`src/rtl/game_pkg.sv`:
```
// Shared types and constants for the LED bird game sequencer.
package game_pkg;

    typedef enum logic [1:0] {
        IDLE  = 2'd0,
        READY = 2'd1,
        PLAY  = 2'd2,
        OVER  = 2'd3
    } game_state_t;

    typedef logic [3:0] bcd_digit_t;

    localparam logic [11:0] BCD_MAX = 12'h999;

    // Increment one BCD digit; bit 4 of the result is the carry into the next digit.
    function automatic logic [4:0] bcdDigitInc(input bcd_digit_t d);
        logic [4:0] res;
        if (d == 4'd9) begin
            res = 5'b1_0000;
        end else begin
            res = {1'b0, d + 4'd1};
        end
        return res;
    endfunction

endpackage

```
`src/rtl/bcd_counter3.sv`:
```
// Three-digit saturating BCD score counter. A side binary counter tracks the
// score modulo LEVEL_STEP so the sequencer knows when a speed-up is earned.
module bcd_counter3
    import game_pkg::*;
#(
    parameter int LEVEL_STEP = 5
) (
    input  logic        i_clk,
    input  logic        i_reset,
    input  logic        i_clear,
    input  logic        i_inc,
    output logic [11:0] o_count,
    output logic        o_stepHit
);

    localparam int MW = (LEVEL_STEP > 1) ? $clog2(LEVEL_STEP) : 1;
    localparam logic [MW-1:0] MOD_LAST = MW'(LEVEL_STEP - 1);

    logic [11:0]   r_count;
    logic [MW-1:0] r_modCnt;
    logic [11:0]   w_next;
    logic [4:0]    w_ones;
    logic [4:0]    w_tens;
    logic          w_canInc;

    // Score holds at 999, so the increment is simply refused there.
    assign w_canInc  = i_inc && (r_count != BCD_MAX);
    // This increment lands the score on a nonzero multiple of LEVEL_STEP.
    assign o_stepHit = w_canInc && (r_modCnt == MOD_LAST);
    assign o_count   = r_count;

    // Ripple the +1 through the digits; hundreds never overflow because of saturation.
    always_comb begin
        w_ones = bcdDigitInc(r_count[3:0]);
        w_tens = bcdDigitInc(r_count[7:4]);
        w_next = r_count;
        w_next[3:0] = w_ones[3:0];
        if (w_ones[4]) begin
            w_next[7:4] = w_tens[3:0];
            if (w_tens[4]) begin
                w_next[11:8] = r_count[11:8] + 4'd1;
            end
        end
    end

    // Score register and its modulo shadow move together.
    always_ff @(posedge i_clk) begin
        if (i_reset || i_clear) begin
            r_count  <= '0;
            r_modCnt <= '0;
        end else if (w_canInc) begin
            r_count  <= w_next;
            r_modCnt <= (r_modCnt == MOD_LAST) ? '0 : r_modCnt + MW'(1);
        end
    end

endmodule

```
`src/rtl/game_sequencer.sv`:
```
// Play controller for the 16x16 LED bird game: phase FSM, game-tick timing,
// scroll/gravity enables and BCD score with difficulty ramp.
// Optional macro GAME_SEQ_HISCORE_EN adds a retained high-score output.
module game_sequencer
    import game_pkg::*;
#(
    parameter int TICK_DIV    = 25000000,
    parameter int SCROLL_INIT = 8,
    parameter int SCROLL_MIN  = 2,
    parameter int LEVEL_STEP  = 5,
    parameter int GRAV_PERIOD = 3,
    parameter int READY_TICKS = 4
) (
    input  logic        i_clk,
    input  logic        i_reset,
    input  logic        i_start,
    input  logic        i_flap,
    input  logic        i_score_in,
    input  logic        i_game_end,
    output game_state_t o_state,
    output logic        o_clear_board,
    output logic        o_scroll_tick,
    output logic        o_fall_tick,
    output logic        o_flap_out,
    output logic [11:0] o_score_bcd
`ifdef GAME_SEQ_HISCORE_EN
    ,
    output logic [11:0] o_hiscore_bcd
`endif
);

    localparam int PW = $clog2(TICK_DIV);
    localparam int SW = $clog2(SCROLL_INIT + 1);
    localparam int GW = $clog2(GRAV_PERIOD + 1);
    localparam int RW = $clog2(READY_TICKS + 1);
    localparam logic [PW-1:0] PRE_LAST   = PW'(TICK_DIV - 1);
    localparam logic [GW-1:0] GRAV_LAST  = GW'(GRAV_PERIOD - 1);
    localparam logic [RW-1:0] READY_LAST = RW'(READY_TICKS - 1);
    localparam logic [SW-1:0] P_INIT     = SW'(SCROLL_INIT);
    localparam logic [SW-1:0] P_MIN      = SW'(SCROLL_MIN);

    game_state_t r_state;
    logic [PW-1:0] r_preCnt;
    logic [RW-1:0] r_readyCnt;
    logic [SW-1:0] r_scrollCnt;
    logic [SW-1:0] r_period;
    logic [SW-1:0] r_nextPeriod;
    logic [GW-1:0] r_gravCnt;
    logic          r_clearBoard;
    logic          r_scrollTick;
    logic          r_fallTick;
    logic          r_flapOut;

    logic          w_running;
    logic          w_inPlay;
    logic          w_stay;
    logic          w_baseTick;
    logic          w_scrollDue;
    logic          w_fallDue;
    logic          w_gameEnd;
    logic          w_scoreInc;
    logic          w_startIdle;
    logic          w_stepHit;
    logic [SW-1:0] w_periodDec;
    logic [11:0]   w_score;

    assign w_running   = (r_state == READY) || (r_state == PLAY);
    assign w_inPlay    = (r_state == PLAY);
    assign w_gameEnd   = w_inPlay && i_game_end;
    assign w_stay      = w_inPlay && !i_game_end;
    assign w_baseTick  = w_running && (r_preCnt == PRE_LAST);
    assign w_scrollDue = w_inPlay && w_baseTick && (r_scrollCnt == r_period - SW'(1));
    assign w_fallDue   = w_inPlay && w_baseTick && (r_gravCnt == GRAV_LAST);
    assign w_scoreInc  = w_inPlay && i_score_in && !i_game_end;
    assign w_startIdle = (r_state == IDLE) && i_start;
    assign w_periodDec = (r_nextPeriod > P_MIN) ? (r_nextPeriod - SW'(1)) : P_MIN;

    bcd_counter3 #(
        .LEVEL_STEP (LEVEL_STEP)
    ) u_score (
        .i_clk     (i_clk),
        .i_reset   (i_reset),
        .i_clear   (w_startIdle),
        .i_inc     (w_scoreInc),
        .o_count   (w_score),
        .o_stepHit (w_stepHit)
    );

    // Base-tick prescaler: runs only while a game is live, parked at 0 otherwise.
    always_ff @(posedge i_clk) begin
        if (i_reset || !w_running || w_gameEnd || w_baseTick) begin
            r_preCnt <= '0;
        end else begin
            r_preCnt <= r_preCnt + PW'(1);
        end
    end

    // Phase FSM with the READY countdown.
    always_ff @(posedge i_clk) begin
        if (i_reset) begin
            r_state    <= IDLE;
            r_readyCnt <= '0;
        end else begin
            case (r_state)
                IDLE: begin
                    r_readyCnt <= '0;
                    if (i_start) r_state <= READY;
                end
                READY: begin
                    if (w_baseTick) begin
                        if (r_readyCnt == READY_LAST) begin
                            r_readyCnt <= '0;
                            r_state    <= PLAY;
                        end else begin
                            r_readyCnt <= r_readyCnt + RW'(1);
                        end
                    end
                end
                PLAY: begin
                    if (i_game_end) r_state <= OVER;
                end
                OVER: begin
                    if (i_start) r_state <= IDLE;
                end
                default: r_state <= IDLE;
            endcase
        end
    end

    // Scroll counter and period; a speed-up is staged in r_nextPeriod until the next wrap.
    always_ff @(posedge i_clk) begin
        if (i_reset || w_startIdle) begin
            r_scrollCnt  <= '0;
            r_period     <= P_INIT;
            r_nextPeriod <= P_INIT;
        end else if (!w_inPlay) begin
            r_scrollCnt <= '0;
        end else begin
            if (w_stepHit) r_nextPeriod <= w_periodDec;
            if (w_scrollDue) begin
                r_scrollCnt <= '0;
                r_period    <= w_stepHit ? w_periodDec : r_nextPeriod;
            end else if (w_baseTick) begin
                r_scrollCnt <= r_scrollCnt + SW'(1);
            end
        end
    end

    // Gravity counter; a flap restarts the fall interval.
    always_ff @(posedge i_clk) begin
        if (i_reset || !w_inPlay || i_flap) begin
            r_gravCnt <= '0;
        end else if (w_baseTick) begin
            r_gravCnt <= (r_gravCnt == GRAV_LAST) ? '0 : r_gravCnt + GW'(1);
        end
    end

    // Registered one-cycle pulses; a flap beats a fall due on the same edge.
    always_ff @(posedge i_clk) begin
        if (i_reset) begin
            r_clearBoard <= 1'b0;
            r_scrollTick <= 1'b0;
            r_fallTick   <= 1'b0;
            r_flapOut    <= 1'b0;
        end else begin
            r_clearBoard <= w_startIdle;
            r_scrollTick <= w_scrollDue && w_stay;
            r_fallTick   <= w_fallDue && w_stay && !i_flap;
            r_flapOut    <= i_flap && w_stay;
        end
    end

`ifdef GAME_SEQ_HISCORE_EN
    logic [11:0] r_hiscore;

    // Capture a new best score as the game ends; packed BCD orders like binary.
    always_ff @(posedge i_clk) begin
        if (i_reset) begin
            r_hiscore <= '0;
        end else if (w_gameEnd && (w_score > r_hiscore)) begin
            r_hiscore <= w_score;
        end
    end

    assign o_hiscore_bcd = r_hiscore;
`endif

    assign o_state       = r_state;
    assign o_clear_board = r_clearBoard;
    assign o_scroll_tick = r_scrollTick;
    assign o_fall_tick   = r_fallTick;
    assign o_flap_out    = r_flapOut;
    assign o_score_bcd   = w_score;

endmodule
```
`config.mk`:
```
export PLATFORM = sky130hd
export DESIGN_NAME = game_sequencer
export DESIGN_NICKNAME = d
export VERILOG_FILES = /design/src/rtl/game_pkg.sv /design/src/rtl/bcd_counter3.sv /design/src/rtl/game_sequencer.sv
export SDC_FILE = /design/constraint.sdc
export NUM_CORES = 1
export LEC_CHECK = 0
export ABC_AREA = 1
export CORE_UTILIZATION = 35
export CTS_BUF_LIST = sky130_fd_sc_hd__clkbuf_16
export CTS_CLUSTER_DIAMETER = 40
export DETAILED_ROUTE_END_ITERATION = 8
export MAX_ROUTING_LAYER = met4
export PLACE_DENSITY = 0.52
export SLEW_MARGIN = 20
export SYNTH_ARGS = -nofsm -noshare
export SYNTH_HDL_FRONTEND = slang
export SYNTH_SLANG_ARGS = --single-unit
```
`constraint.sdc`:
```
create_clock -name i_clk -period 1.95 [get_ports i_clk]
set_input_delay 0.39 -clock i_clk [delete_from_list [all_inputs] [get_ports i_clk]]
set_output_delay 0.39 -clock i_clk [all_outputs]
set_load 0.03 [all_outputs]
```
# Yosys cells after proc, flatten, opt, wreduce, memory -nomap -nowiden
# Cells that the tools add are included.
op_classes:
  order_cmp: 1
  add_sub_neg: 10
  n_mux: 15
  n_bitwise: 1
  reduce_logical: 34
  eq_ne: 16
ops:
  columns: ["op", "count"]
  rows:
  - ["$add 25x1->25 const B", 1]
  - ["$eq 25x25->1 const B", 1]
  - ["$add 4x1->4 const B", 4]
  - ["$logic_and 1x1->1", 15]
  - ["$mux 2", 6]
  - ["$ne 12x12->1 const B", 1]
  - ["$mux 5", 2]
  - ["$mux 3", 3]
  - ["$eq 4x4->1 const B", 2]
  - ["$mux 4", 2]
  - ["$ne 2x2->1 const B", 4]
  - ["$pmux 2 s4", 1]
  - ["$sub 4x1->4 const B", 2]
  - ["$logic_or 1x1->1", 7]
  - ["$add 3x1->3 const B", 2]
  - ["$eq 2x2->1 const B", 3]
  - ["$pmux 3 s2", 1]
  - ["$reduce_and 2->1", 3]
  - ["$reduce_and 5->1", 1]
  - ["$eq 4x4->1", 1]
  - ["$gt 4x2->1 const B", 1]
  - ["$logic_not 1->1", 4]
  - ["$eq 3x2->1 const B", 1]
  - ["$eq 3x3->1 const B", 1]
  - ["other kinds (8)", 8]
totals:
  out_inout_bits: 18
  register_bits: 63
  elab_cells: 92

# Logic depth before layout (Yosys ltp)
# Gate-level depths: netlist (run 1).
depth:
  depth_word: 7
  depth_mapped: 12
  mapped_depth_nobuf: 12

# Hierarchy
# Synthesis (run 1) repeated with hierarchy kept, for this count alone.
unflattened:
  hier_cells: 522
  area_unflattened_um2: 3577.2
modules_own_cells:
  columns: ["mod", "area_each_um2", "instances", "seq_area_each_um2", "cells_each"]
  rows:
  - ["game_sequencer", 2645.0, 1, 960.9, 386]
  - ["bcd_counter3", 932.1, 1, 300.3, 136]

# Least setup slack after synthesis (run 1)
# No wires, ideal clock.
synth_path:
  path_kind: "register to register"
  start: "register r_state[0], in the netlist o_state[0]"
  end: "register r_scrollCnt[0]"
  stages_incl_launch_ff: 12
  t_arrival_ns: 1.896
  setup_ns: 0.117
  path_buffers: 0
  path_slack_ns: -0.063
  cell_sequence: "dfxtp_1 > inv_1 > ha_1 > inv_1 > nor2_1 > nand2_1 > nor2_2 > nand3_2 > nor2_4 > nand3_4 > nand3_1 > nor2_1"
synth_via:
  elab_chain_len: 6
synth_lines:
  columns: ["element", "line", "text"]
  rows:
  - ["start: declaration", "game_sequencer.sv:42", "game_state_t r_state;"]
  - ["start signal: assignment", "game_sequencer.sv:101", "r_state <= IDLE;"]
  - ["start signal: assignment", "game_sequencer.sv:107", "if (i_start) r_state <= READY;"]
  - ["start signal: assignment", "game_sequencer.sv:113", "r_state <= PLAY;"]
  - ["$eq 2x1->1 / $eq 2x2->1 (equally long branches)", "game_sequencer.sv:67, game_sequencer.sv:68", null]
  - ["$logic_or 1x1->1", "game_sequencer.sv:67", "assign w_running = (r_state == READY) || (r_state == PLAY);"]
  - ["$logic_and 1x1->1", "game_sequencer.sv:71", "assign w_baseTick = w_running && (r_preCnt == PRE_LAST);"]
  - ["$logic_and 1x1->1 (2 in series)", "game_sequencer.sv:72", "assign w_scrollDue = w_inPlay && w_baseTick && (r_scrollCnt == r_period - SW'(1));"]
  - ["$reduce_or 3->1 (no line)", null, null]
  - ["end signal: assignment", "game_sequencer.sv:144", "r_scrollCnt <= r_scrollCnt + SW'(1);"]
  - ["end: declaration", "game_sequencer.sv:45", "logic [SW-1:0] r_scrollCnt;"]
# Several ways; a longest one is shown, not always the timed one.
# A chain may end at the register's enable or synchronous reset.

# Worst setup path after layout (run 1)
layout_path:
  start: "register u_score.r_count[4], in the netlist u_score.o_count[4]"
  end: "output o_score_bcd[4]"
layout_rtl:
  columns: ["element", "line", "text"]
  rows:
  - ["start: declaration", "bcd_counter3.sv:19", "logic [11:0] r_count;"]
  - ["start signal: assignment", "bcd_counter3.sv:52", "r_count <= w_next;"]
  - ["end: declaration", "game_sequencer.sv:25", "output logic [11:0] o_score_bcd"]
# No word-level cell between the ends.

==> metrics.yaml, run 1 <==
peakVddDrop_v: 0.0004608
seq_area_frac_synth: 0.3692
vias: 3107
outcome: "complete, no violations"
synth_nets: 506
cp_max_fo: 8
r2r_start: "o_state[0]$_SDFFE_PP0P_"
clk_pin_slew_ns: 0.06
tightest_slew_ns: 0.4701
track_usage: 0.1637
clk_path_buf_depth: 2
ys_top_cells_by_area: "dfxtp_1 37%, nand2_1 12%, nor2_1 7.5%"
cts_hold_buf: 0
worstHoldPathType: "reg2reg"
p_leak_nw: 1.623
cts.sinks: 63
maxCapViolations: 0
yosysUniqueCellTypes: 36
synth_compound_area_frac: 0.07802
firstDrtPassIters: 4
clkPwrFrac: 0.459
synth_top_area_share: 0.3692
crit_type: "reg2out"
combPwrFrac: 0.191
fin_skew_ns: 0.007479
initial_core_util: 0.3662
r2r-end: "r_period[0]$_SDFFE_PP0P_"
fillers: 960
yosys_warnings: 0
clock_latency_ns: 0.32
grt_antenna_before_repair: 0
switchingPower_mw: 1.027
ant_nets: 0
start_kind: "flip-flop"
grt_overflow_total: 0
fin_crit_sh: 0.9606
rsz0062_at_grt: "true"
p_seq_frac: 0.350
final_cell_mix: "110 x nand2_1, 65 x nor2_1, 61 x dfxtp_1"
cts_tree: "yes"
slew_headroom: 0.6862
ys.flop_type: "dfxtp_1"
grt_max_degree: 26
wl_um: 7660
reg2reg_depth: 12
critPathMaxStageDelay_ns: 0.72
crit_start: "u_score.o_count[4]$_SDFFE_PP0P_"
synth_fa_ha_area_frac: 0.05128
synthSimpleGateAreaFrac: 0.3773
die_area_um2: 10160
dp_slack_ns: 0.01252
fmax_ghz: 0.5339
synth-xor-area-share: 0.04359
cts_buffers: 9
critPathCapture: "o_score_bcd[4]"
n_antenna_cell: 0
drtIter0Drc: 84
core_area_um2: 9328
syn_area_um2: 3416
multiInputGateArea_um2: 1954
rrSetupSlack_ns: 0.11
final_layout_size_suffix_gt1_frac: 0.1285
gp_congestion: 0.8212
first_global_vias: 2812
regArea_um2: 1269
cp_slowest_cell: "clkdlybuf4s50_1"
p_sw_frac: 0.2612
cp-end-kind: "output pin"
ys_ff_latch: 63
io_pins: 24
slew_violations: 0
grt_pass1_wl_um: 12890
synth-async-reset-ratio: 0
htreeDepth: 3
hpwl_um: 5614
worstPathRequired_ns: 1.56
arrival_ns: 1.48
final_common_cell: "nand2_1"
syn_avg_cell_area_um2: 7.028
critical-path-top-delay-family: "buffers and inverters"
area_delta_synth_final_pct: 26.67
power_density_nw_per_um2: 908.6
period_minus_slack_ns: 1.873
setup_viol: 0
fin_setup_tns_ns: 0
finalNetCount: 552
yosys.area.top_type: "dfxtp_1"
die_h_um: 100.8
cp_cell_sequence: "clkdlybuf4s50_1"
fp.dieW_um: 100.8
synth_edf_count: 0
muxShareOfSynthArea: 0
layout_setup_ws_ns: 0.07685
internal_power_mw: 2.904
numPortBuffers: 23
drcViolationCount: 0
avgViaCountPerCell: 4.665
fin_util: 0.4639
rows: 35
hold_violations: 0
path_depth: 1
cts-root-buf: "clkbuf_16"
synthCells: 486
wl_per_cell_um: 11.50
worst-path-buf-inv: 1
synth_top_family_by_area: "simple AND/OR/NAND/NOR gates"
## logic make-up (layout without fill, tap and decap cells)
logic type / Yosys count / in the layout
buffers and inverters: 69 / 119
adders and majority gates: 14 / 14
AOI/OAI and AO/OA: 50 / 50
and+or+nand+nor: 273 / 274
xor gates and xnor gates: 17 / 17
DFF: 63 / 63
## tightest hold or removal path, cell delays in order, from the launching register on
cell and delay [ns]:
dfxtp_1 0.31, nand3_1 0.08, a31oi_1 0.04
## cell usage after synthesis (all sizes together), types with 7 or more instances
cell type and count:
a21oi 32, nor3 16, nand3 39, nor2 76, inv 64, xor2 10, o21ai 12, xnor2 7
ha 14, nand4 12, dfxtp 63, nand2 117
## flip-flops by register name, indices dropped and copies added, names as in the netlist
signal            flops
r_preCnt             25
u_score.o_count      12
r_nextPeriod          4
r_period              4
r_scrollCnt           4
r_readyCnt            3
u_score.r_modCnt      3
o_state               2
r_gravCnt             2
o_clear_board         1
o_fall_tick           1
o_flap_out            1
o_scroll_tick         1
## how the worst min path moves through the flow
stage / startpoint / endpoint / slack (ns) / depth (start not counted)
2_1_floorplan: r_preCnt[0]$_SDFF_PP0_ / r_preCnt[0]$_SDFF_PP0_ / 0.43 / 1
3_3_place_gp: r_readyCnt[2]$_SDFFE_PP0P_ / r_readyCnt[2]$_SDFFE_PP0P_ / 0.45 / 2
3_5_place_dp: r_readyCnt[2]$_SDFFE_PP0P_ / r_readyCnt[2]$_SDFFE_PP0P_ / 0.46 / 2
4_1_cts: r_readyCnt[2]$_SDFFE_PP0P_ / r_readyCnt[2]$_SDFFE_PP0P_ / 0.47 / 2
5_1_grt: u_score.r_modCnt[1]$_SDFFE_PP0N_ / u_score.r_modCnt[1]$_SDFFE_PP0N_ / 0.49 / 2
6_report: r_readyCnt[2]$_SDFFE_PP0P_ / r_readyCnt[2]$_SDFFE_PP0P_ / 0.47 / 2
## what timing repair did
action | 4_1_cts | 5_1_grt
endpoints found under the setup margin | 3 | 36
cloned | 0 | 1
pin swaps | 0 | 9
resized for setup | 1 | 19
setup buffers | 0 | 4
## layer usage
layer	vias to the layer above	global-route usage	part of all wire	wire length, um
met5	-	-	0	0
met4	0	0.05797	0.011	84
met3	11	0.02635	0.027	209
met2	35	0.2460	0.44	3369
met1	1396	0.2220	0.52	3997
li1	1665	-	-	-
## layout make-up
type                            instances  area share
Clock buffer                            9     0.05205
Sequential cell                        63      0.2932
Clock inverter                          7     0.02574
Timing Repair Buffer                   38     0.08213
Multi-Input combinational cell        355      0.4517
Tap cell                              129     0.03730
Inverter                               65     0.05784
## power by group through the flow
| stage | clock network [mW] | logic [mW] | registers, mW |
|---|---|---|---|
| after floorplan | 0 | 0.362 | 1.44 |
| after global placement | 0 | 0.617 | 1.39 |
| after detailed placement | 0 | 0.615 | 1.40 |
| after CTS | 1.85 | 0.622 | 1.37 |
| after global routing | 1.91 | 0.828 | 1.38 |
| final | 1.81 | 0.750 | 1.38 |
## metrics by stage
step                      total power, mW  std cells  hold WS (ns)  instance area [um2]
after CTS                           3.841        661        0.4687                 4217
after global placement              2.011        645        0.4504                 3875
after detailed placement            2.011        645        0.4620                 3875
after global routing                4.120        666        0.4947                 4327
final                               3.931        666        0.4695                 4327
after floorplan                     1.802        486        0.4301                 3418
(Power assumes the default switching activity.)
==> run 2: changes to the inputs <==
--- a/config.mk
+++ b/config.mk
@@ -10,6 +10,7 @@
 export CTS_BUF_LIST = sky130_fd_sc_hd__clkbuf_16
 export CTS_CLUSTER_DIAMETER = 40
 export DETAILED_ROUTE_END_ITERATION = 8
+export HOLD_SLACK_MARGIN = 0.08
 export MAX_ROUTING_LAYER = met4
 export PLACE_DENSITY = 0.52
 export SLEW_MARGIN = 20
==> results of run 2 <==
Same layout as run 1: the final DEF is identical, and so are final timing and power.
==> run 3: changes to the inputs <==
--- a/config.mk
+++ b/config.mk
@@ -13,7 +13,6 @@
 export HOLD_SLACK_MARGIN = 0.08
 export MAX_ROUTING_LAYER = met4
 export PLACE_DENSITY = 0.52
-export SLEW_MARGIN = 20
 export SYNTH_ARGS = -nofsm -noshare
 export SYNTH_HDL_FRONTEND = slang
 export SYNTH_SLANG_ARGS = --single-unit
==> results of run 3 <==
Same layout as run 1: the final DEF is identical, and so are final timing and power.
